--- config.mk ---
export PLATFORM = sky130hd
export DESIGN_NAME = fir_result_byte_tx
export DESIGN_NICKNAME = d
export VERILOG_FILES = /design/src/rtl/fir_result_byte_tx.sv
export SDC_FILE = /design/constraint.sdc
export NUM_CORES = 1
export LEC_CHECK = 0
export BUFFER_PORTS_ARGS = -buffer_cell sky130_fd_sc_hd__buf_2
export CAP_MARGIN = 10
export CORE_MARGIN = 2
export CORE_UTILIZATION = 45
export DETAILED_ROUTE_END_ITERATION = 8
export HOLD_SLACK_MARGIN = 0.08
export SETUP_SLACK_MARGIN = 0.5
export SLEW_MARGIN = 15
export SYNTH_ARGS = -nofsm -noshare
export SYNTH_HDL_FRONTEND = slang
export SYNTH_SLANG_ARGS = --single-unit
--- constraint.sdc ---
create_clock -name clk -period 4.4 [get_ports clk]
set_input_delay 1.1 -clock clk [delete_from_list [all_inputs] [get_ports clk]]
set_output_delay 1.1 -clock clk [all_outputs]
set_load 0.005 [all_outputs]
--- src/rtl/fir_result_byte_tx.sv ---
// fir_result_byte_tx
// Transmit side of the FIR pin interface. 32-bit (DATA_W) results from the FIR
// core are queued in a small word FIFO and sent out one byte per valid/ready
// handshake on the 8-bit dedicated outputs.
//
// Handshake: a byte moves on a rising edge where tx_vld & tx_rdy. While tx_vld
// is high, tx_byte/tx_idx/tx_last hold until that edge. tx_rdy is ignored while
// tx_vld is low. The word being sent stays at the FIFO head until its last byte
// moves; that edge pops it.
module fir_result_byte_tx #(
  parameter int DATA_W     = 32,
  parameter int FIFO_DEPTH = 2,
  parameter int MSB_FIRST  = 0,
  localparam int NB        = DATA_W / 8,
  localparam int IW        = (NB > 1) ? $clog2(NB) : 1
) (
  input  logic              clk,
  input  logic              rst_n,
  input  logic [DATA_W-1:0] y_dat,
  input  logic              y_vld,
  input  logic              clr_ovf,
  output logic [7:0]        tx_byte,
  output logic              tx_vld,
  input  logic              tx_rdy,
  output logic              tx_last,
  output logic [IW-1:0]     tx_idx,
  output logic              fifo_full,
  output logic              ovf
);

  localparam int PW = (FIFO_DEPTH > 1) ? $clog2(FIFO_DEPTH) : 1;
  localparam int CW = $clog2(FIFO_DEPTH + 1);
  localparam logic [CW-1:0] DEPTH_C  = CW'(FIFO_DEPTH);
  localparam logic [IW-1:0] LAST_IDX = IW'(NB - 1);

  typedef enum logic {
    IDLE = 1'b0,
    SEND = 1'b1
  } state_t;

  state_t state, state_d;

  // Word storage and pointers; depth is a power of two so pointers wrap freely.
  logic [DATA_W-1:0] mem [FIFO_DEPTH];
  logic [PW-1:0]     wr_ptr;
  logic [PW-1:0]     rd_ptr;
  logic [PW-1:0]     rd_ptr_nx;
  logic [CW-1:0]     count;
  logic [CW-1:0]     count_d;

  // Transfer qualifiers for the current cycle.
  logic hs;
  logic last_hs;
  logic full_now;
  logic push_ok;
  logic drop;

  // Next-cycle presentation, produced by the next-state logic.
  logic [IW-1:0]     idx_d;
  logic              load;
  logic [DATA_W-1:0] next_word;

  // Next values of the registered outputs.
  logic [7:0] byte_d;
  logic       vld_d;
  logic       last_d;

  // Pick byte k (send order) out of a word.
  function automatic logic [7:0] sel_byte(input logic [DATA_W-1:0] w,
                                          input logic [IW-1:0]     k);
    logic [DATA_W-1:0] sh;
    if (MSB_FIRST != 0) sh = w >> (DATA_W - 8 - 8 * int'(k));
    else                sh = w >> (8 * int'(k));
    return sh[7:0];
  endfunction

  // Handshake, pop and push/drop decisions for this cycle.
  always_comb begin
    hs        = (state == SEND) & tx_rdy;
    last_hs   = hs & (tx_idx == LAST_IDX);
    full_now  = (count == DEPTH_C);
    push_ok   = y_vld & (~full_now | last_hs);
    drop      = y_vld & full_now & ~last_hs;
    rd_ptr_nx = rd_ptr + PW'(1);
  end

  // Occupancy after this cycle's push and pop.
  always_comb begin
    count_d = count;
    if (push_ok & ~last_hs)      count_d = count + CW'(1);
    else if (~push_ok & last_hs) count_d = count - CW'(1);
  end

  // FIFO pointers and occupancy.
  always_ff @(posedge clk or negedge rst_n) begin
    if (!rst_n) begin
      wr_ptr    <= '0;
      rd_ptr    <= '0;
      count     <= '0;
      fifo_full <= 1'b0;
    end else begin
      if (push_ok) wr_ptr <= wr_ptr + PW'(1);
      if (last_hs) rd_ptr <= rd_ptr_nx;
      count     <= count_d;
      fifo_full <= (count_d == DEPTH_C);
    end
  end

  // Word storage; contents are don't-care until written.
  always_ff @(posedge clk) begin
    if (push_ok) mem[wr_ptr] <= y_dat;
  end

  // Sticky overflow flag; a drop in the same cycle as a clear wins.
  always_ff @(posedge clk or negedge rst_n) begin
    if (!rst_n)       ovf <= 1'b0;
    else if (drop)    ovf <= 1'b1;
    else if (clr_ovf) ovf <= 1'b0;
  end

  // FSM state register together with the registered byte outputs.
  always_ff @(posedge clk or negedge rst_n) begin
    if (!rst_n) begin
      state   <= IDLE;
      tx_idx  <= '0;
      tx_byte <= '0;
      tx_vld  <= 1'b0;
      tx_last <= 1'b0;
    end else begin
      state   <= state_d;
      tx_idx  <= idx_d;
      tx_byte <= byte_d;
      tx_vld  <= vld_d;
      tx_last <= last_d;
    end
  end

  // Next state, next byte index and the word to present next cycle.
  // A word pushed into an empty FIFO is taken straight from y_dat.
  always_comb begin
    state_d   = state;
    idx_d     = tx_idx;
    load      = 1'b0;
    next_word = mem[rd_ptr];
    case (state)
      IDLE: begin
        if (count != '0) begin
          state_d   = SEND;
          idx_d     = '0;
          load      = 1'b1;
          next_word = mem[rd_ptr];
        end else if (push_ok) begin
          state_d   = SEND;
          idx_d     = '0;
          load      = 1'b1;
          next_word = y_dat;
        end
      end
      SEND: begin
        if (hs) begin
          if (tx_idx != LAST_IDX) begin
            idx_d     = tx_idx + IW'(1);
            load      = 1'b1;
            next_word = mem[rd_ptr];
          end else if (count_d != '0) begin
            // Next word follows with no bubble: the one behind the head if
            // there is one, otherwise the word pushed on this same edge.
            idx_d     = '0;
            load      = 1'b1;
            next_word = (count > CW'(1)) ? mem[rd_ptr_nx] : y_dat;
          end else begin
            state_d = IDLE;
            idx_d   = '0;
          end
        end
      end
      default: begin
        state_d = IDLE;
        idx_d   = '0;
      end
    endcase
  end

  // Output values for the next cycle: hold while stalled, zero when idle.
  always_comb begin
    byte_d = tx_byte;
    vld_d  = (state_d == SEND);
    last_d = vld_d & (idx_d == LAST_IDX);
    if (state_d != SEND) byte_d = '0;
    else if (load)       byte_d = sel_byte(next_word, idx_d);
  end

endmodule
# --- Word-level counts from Yosys, hierarchy flattened ---
# Memory sizes are Yosys's and may differ from the RTL's.
# Cells that the tools add are included.
classes:
  reduce_logical: 3
  eq_ne: 6
  bitwise: 13
  n_shift: 1
  order_cmp: 1
  muxes: 27
  n_addsub: 5
op_table:
  columns: ["cell", "n"]
  rows:
  - ["2-to-1 mux 32 bit", 6]
  - ["one-hot mux 32 bit (2 select lines)", 1]
  - ["right shift 32 x 5 -> 8 bit", 1]
  - ["2-to-1 mux 8 bit", 2]
  - ["2-to-1 mux 2 bit", 6]
  - ["2-to-1 mux 1 bit", 9]
  - ["AND 1 bit", 8]
  - ["equality test 2 bit, second input constant", 4]
  - ["nonzero test 2 bit", 3]
  - ["adder 2 x 1 -> 2 bit, second input constant", 2]
  - ["inverter 1 bit", 4]
  - ["one-hot mux 1 bit (2 select lines)", 2]
  - ["one-hot mux 2 bit (2 select lines)", 1]
  - ["adder 1 bit, second input constant", 2]
  - ["greater-than comparator 2 x 1 -> 1 bit, second input constant", 1]
  - ["!= test 2 x 1 -> 1 bit, second input constant", 1]
  - ["!= test 2 bit, second input constant", 1]
  - ["subtractor 2 x 1 -> 2 bit, second input constant", 1]
  - ["OR 1 bit", 1]
totals:
  out_inout_bits: 14
  register_bits: 18
  mem_count: 1
  ram_bits: 64
  word_cells: 66
  in_bits: 37
mem_list:
  columns: ["memory", "words", "word_bits", "read_ports", "rd_clocked_by_memory_dff", "wr", "line_no", "source"]
  rows:
  - ["mem", 2, 32, 2, 0, 1, "44", "logic [DATA_W-1:0] mem [FIFO_DEPTH];"]

# --- Longest topological paths before layout ---
depth:
  ltp_word: 16
  mapped_depth: 11
  mapped_depth_nobuf: 9

# --- Worst setup path before layout ---
# OpenSTA, ideal clock, no wires.
synth_path:
  kind: "input to register"
  from: "input port tx_rdy"
  to: "memory mem[0][0], enable pin"
  path_slack_ns: 0.970
  required_ns: 3.979
  setup_ns: 0.421
  path_buffers: 1
  arrival_ns: 3.009
  cell_stages: 5
  cell_sequence: "buf_2 -> nand3_4 -> nand2_1 -> nand2_1 -> nor2_1"
synth_between:
  elab_chain_cells: 6
synth_lines:
  columns: ["item", "line_no", "source"]
  rows:
  - ["from (decl)", "24", "input logic tx_rdy,"]
  - ["AND 1 bit", "79", "hs = (state == SEND) & tx_rdy;"]
  - ["AND 1 bit", "80", "last_hs = hs & (tx_idx == LAST_IDX);"]
  - ["OR 1 bit", "82", "push_ok = y_vld & (~full_now | last_hs);"]
  - ["AND 1 bit", "82", null]
  - ["2-to-1 mux 1 bit", "111", "if (push_ok) mem[wr_ptr] <= y_dat;"]
  - ["2-to-1 mux 1 bit (implied by the code)", "111", null]
  - ["to (decl)", "44", null]
# Every way passes these cells.

# --- Final worst setup path ---
layout_path:
  from: "register state"
  to: "register tx_byte[3]"
layout_between:
  elab_chain_cells: 16
  word_cells_on_any_way: 34
  classes_between: "eq/ne: 1; shift: 1; mux: 22; bitwise: 9; reduce/logical: 1"
layout_lines:
  columns: ["item", "line_no", "source"]
  rows:
  - ["from (decl)", "41", "state_t state, state_d;"]
  - ["from (signal assigned)", "130", "state <= state_d;"]
  - ["AND 1 bit", "79", null]
  - ["AND 1 bit", "80", null]
  - ["OR 1 bit", "82", null]
  - ["AND 1 bit", "82", null]
  - ["inverter 1 bit", "91", "else if (~push_ok & last_hs) count_d = count - CW'(1);"]
  - ["AND 1 bit", "91", null]
  - ["2-to-1 mux 2 bit", "91", null]
  - ["2-to-1 mux 2 bit", "90", "if (push_ok & ~last_hs) count_d = count + CW'(1);"]
  - ["nonzero test 2 bit", "165", "end else if (count_d != '0) begin"]
  - ["2-to-1 mux 32 bit", "165", null]
  - ["2-to-1 mux 32 bit", "161", "if (tx_idx != LAST_IDX) begin"]
  - ["2-to-1 mux 32 bit", "160", "if (hs) begin"]
  - ["one-hot mux 32 bit (2 select lines)", "145", "case (state)"]
  - ["right shift 32 x 5 -> 8 bit", "73", "else sh = w >> (8 * int'(k));"]
  - ["2-to-1 mux 8 bit", "190", "else if (load) byte_d = sel_byte(next_word, idx_d);"]
  - ["2-to-1 mux 8 bit", "189", "if (state_d != SEND) byte_d = '0;"]
  - ["to (signal assigned)", "132", "tx_byte <= byte_d;"]
  - ["to (decl)", "22", "output logic [7:0] tx_byte,"]
# Several ways; a longest one is shown, not always the timed one. The select of a mux whose other input is x is not followed.
# A chain may end at the register's enable or synchronous reset.

==> flow_summary.yaml <==
floorplan:
  core_footprint_sq_um: 10750
  chipHeight_microns: 108.5
  die_x_microns: 108.5
  floorplan.die_area_sq_um: 11780
  start_util: 0.4575
  std_cell_rows: 38
  floorplan.io_pins: 51
logic_synthesis:
  synth_seq_area_share: 0.4826
  synth_cell_types: 44
  synth_xor_xnor_area_share: 0.005345
  synth-warning-count: 0
  synth_top_family_by_area: "compound AO/OA/AOI/OAI gates"
  postSynthNetCount: 482
  yosys_most_used_dff: "sky130_fd_sc_hd__edfxtp_1"
  postSynthAreaPerCell_sq_um: 11.15
  synthCells: 441
  mux_cell_area_share_after_synthesis: 0.1649
  asyncSetResetFlopFracSynth: 0.2195
  synthSimpleGateAreaFrac: 0.09366
  yosys.area_share.adder: 0.01018
  synth_edf_count: 64
  synth_compound_area_frac: 0.1932
  cell_area_after_technology_mapping_sq_um: 4916
  ys_seq_elements: 82
sta:
  fmaxAchievable_mhz: 326.1
  finalCritPeriodShare: 0.6969
  layout_min_cycle_time_ns: 3.067
  final_worst_clock_skew_ns: 0.01381
  final.setup.tns_ns: 0
  worst-slew-pin-transition_ns: 1.042
  setup-violations-final: 0
  hold_violations: 0
  slew_viol_final: 0
  relSlewSlack: 0.3050
  grt_setup_unrepaired: "no"
worst_setup_path:
  crit_type: "flip-flop to flip-flop"
  setup.worst_path.end_class: "flip-flop"
  required_ns: 4.61
  cp.buffers_inverters: 1
  crit_start: "state"
  regToRegStartpoint: "state"
  timing.critical_path.cells: "nor2b_1 -> and3_1 -> nor2_8 -> clkinv_4 -> mux4_2 -> o211ai_1 -> a32oi_1"
  critPathMaxFanout: 32
  setup.worst_path.start_class: "flip-flop"
  worst-endpoint-arrival_ns: 3.28
  critPathTopFamily: "simple AND/OR/NAND/NOR gates"
  max_stage_delay_ns: 0.93
  cp_slowest_cell: "sky130_fd_sc_hd__dfrtp_1"
global_route:
  maximum_number_of_pins_on_one_net_before_global_route_repair: 66
  grt_overflow: 0
  grt_pass1_vias: 3628
  antenna_found_initial: 0
  track_usage: 0.2175
  grt_first_pass_wirelength_microns: 19330
routing:
  dr_total_vias: 3730
  drt_pass1_iterations: 5
  final_antenna_net_count: 0
  avgViaCountPerCell: 6.026
  initialDrtViolationCount: 208
  detail_route.drc_violations: 0
  drt-wirelength-per-cell_microns: 19.84
  totalWireLength_microns: 12280
hold_path:
  hold_start: "ovf"
  worst_hold_path_type: "flip-flop to flip-flop"
cts:
  clock_tree.root_cell: "sky130_fd_sc_hd__clkbuf_8"
  post_cts.resized_instances: 0
  cts_tree: "yes"
  cts_sinks: 82
  numCtsBuffers: 9
  clk-insertion-delay-late_ns: 0.37
  h_tree_depth: 3
  cts_post_setup_buffers_inserted: 0
  clkSlewWorstSetupHoldPaths_ns: 0.10
  clock_tree.buffer_depth: 2
  cts_hold_buf: 0
final_layout:
  multi_input_area_sq_um: 2313
  final_cell_area_sq_um: 5440
  layout-drive-gt1-share: 0.2109
  diodes: 0
  fin_nets: 515
  n_fill_cell: 1015
  storage_element_area_sq_um: 2376
  flow.area_growth_from_synthesis_pct: 10.66
placed_design:
  detailed_place_hpwl_microns: 8195
  count_of_port_buffers_added_during_placement: 50
  dpl-instance-area_sq_um: 5221
  gpl.final_weighted_congestion: 0.8149
job:
  drv.max_cap_violation_count: 0
pwr:
  max-vdd-ir-drop_v: 0.0003901
  p_per_area_nw_per_um2: 684.8
  power.leakage_nw: 2.122
status:
  outcome: "finished clean"
-- sequential cells by signal, summed over array words and instances, names as in the netlist, 2 cells and up --
register  flops
tx_idx        2
count         2
mem          64
tx_byte       8
-- report_power, final --
| part | switching, mW | internal, mW |
|---|---|---|
| sequential | 0.278 | 1.08 |
| clock | 0.298 | 0.319 |
| combinational | 0.987 | 0.760 |
-- final cells by class --
type / count / area share
clock buffer: 9 / 0.02277
clock inverter: 7 / 0.01725
inverter: 12 / 0.009200
multi-input combinational: 313 / 0.4253
sequential: 82 / 0.4368
tap: 140 / 0.03220
timing repair buffer: 56 / 0.05658
-- cells in the mapped netlist (all sizes together) (11+ instances only) --
library cell,instances,area (sq um)
edfxtp,64,1922
mux2i,63,630.6
nor2,33,140.1
nand2,32,127.6
o21ai,27,135.1
a21oi,25,125.1
o211ai,23,172.7
buf,22,151.4
a211oi,19,142.6
dfrtp,18,450.4
mux2,14,157.7
clkbuf,12,45.04
inv,11,41.29
-- routing by layer --
| layer | vias up | track usage | share of wire |
|---|---|---|---|
| met4 | 0 | 0.07418 | 0.015 |
| met3 | 14 | 0.03315 | 0.040 |
| met1 | 1842 | 0.3020 | 0.47 |
| li1 | 1772 | - | - |
| met5 | - | 0 | 0 |
| met2 | 102 | 0.3478 | 0.48 |
-- worst register-to-register path, delay by kind of cell, from the launching register on --
| family | cells | cell delay (ns) |
|---|---|---|
| buffers and inverters | 1 | 0.31 |
| muxes | 1 | 0.36 |
| and+or+nand+nor | 3 | 0.97 |
| AOI/OAI and AO/OA | 2 | 0.36 |
| DFF | 1 | 0.93 |
-- final timing paths --
check                                  end  slack, ns  cells after the start
worst max register to register  tx_byte[3]       1.33                      7
worst min-delay path                   ovf       0.54                      2
min in group asynchronous        fifo_full       0.67                      1
worst max-delay path            tx_byte[3]       1.33                      7
max in group asynchronous           rd_ptr       3.38                      1
worst min register to register         ovf       0.54                      2
-- cell usage in the layout, fill, tap and decap left out, drive strengths merged, types with 8 or more instances in the layout --
| cell type | Yosys | layout |
|---|---|---|
| a2111oi | 8 | 8 |
| a211oi | 19 | 19 |
| a21boi | 8 | 8 |
| a21oi | 25 | 25 |
| a32oi | 8 | 8 |
| buf | 22 | 56 |
| clkbuf | 12 | 9 |
| dfrtp | 18 | 18 |
| edfxtp | 64 | 64 |
| inv | 11 | 11 |
| mux2 | 14 | 14 |
| mux2i | 63 | 63 |
| nand2 | 32 | 32 |
| nor2 | 33 | 33 |
| nor3 | 9 | 9 |
| o2111ai | 8 | 8 |
| o211ai | 23 | 23 |
| o21ai | 27 | 27 |
-- logic make-up after synthesis --
logic type	after synthesis
compound gates	135
mux	78
fa+ha+maj	4
flops	82
buf+inv	46
xor+xnor	3
simple gates	93
-- per-stage QoR --
step / hold WS [ns] / setup slack, ns / total power, mW / cells / util
6_report: 0.5355 / 1.334 / 3.725 / 619 / 0.5063
5_1_grt: 0.5823 / 1.138 / 3.980 / 619 / 0.5063
4_1_cts: 0.5452 / 1.321 / 3.733 / 619 / 0.5062
3_5_place_dp: 0.5286 / 0.9443 / 3.113 / 603 / 0.4859
3_3_place_gp: 0.5153 / 1.054 / 3.078 / 603 / 0.4859
2_1_floorplan: 0.4602 / 0.9700 / 2.627 / 441 / -
(Power assumes the default switching activity.)
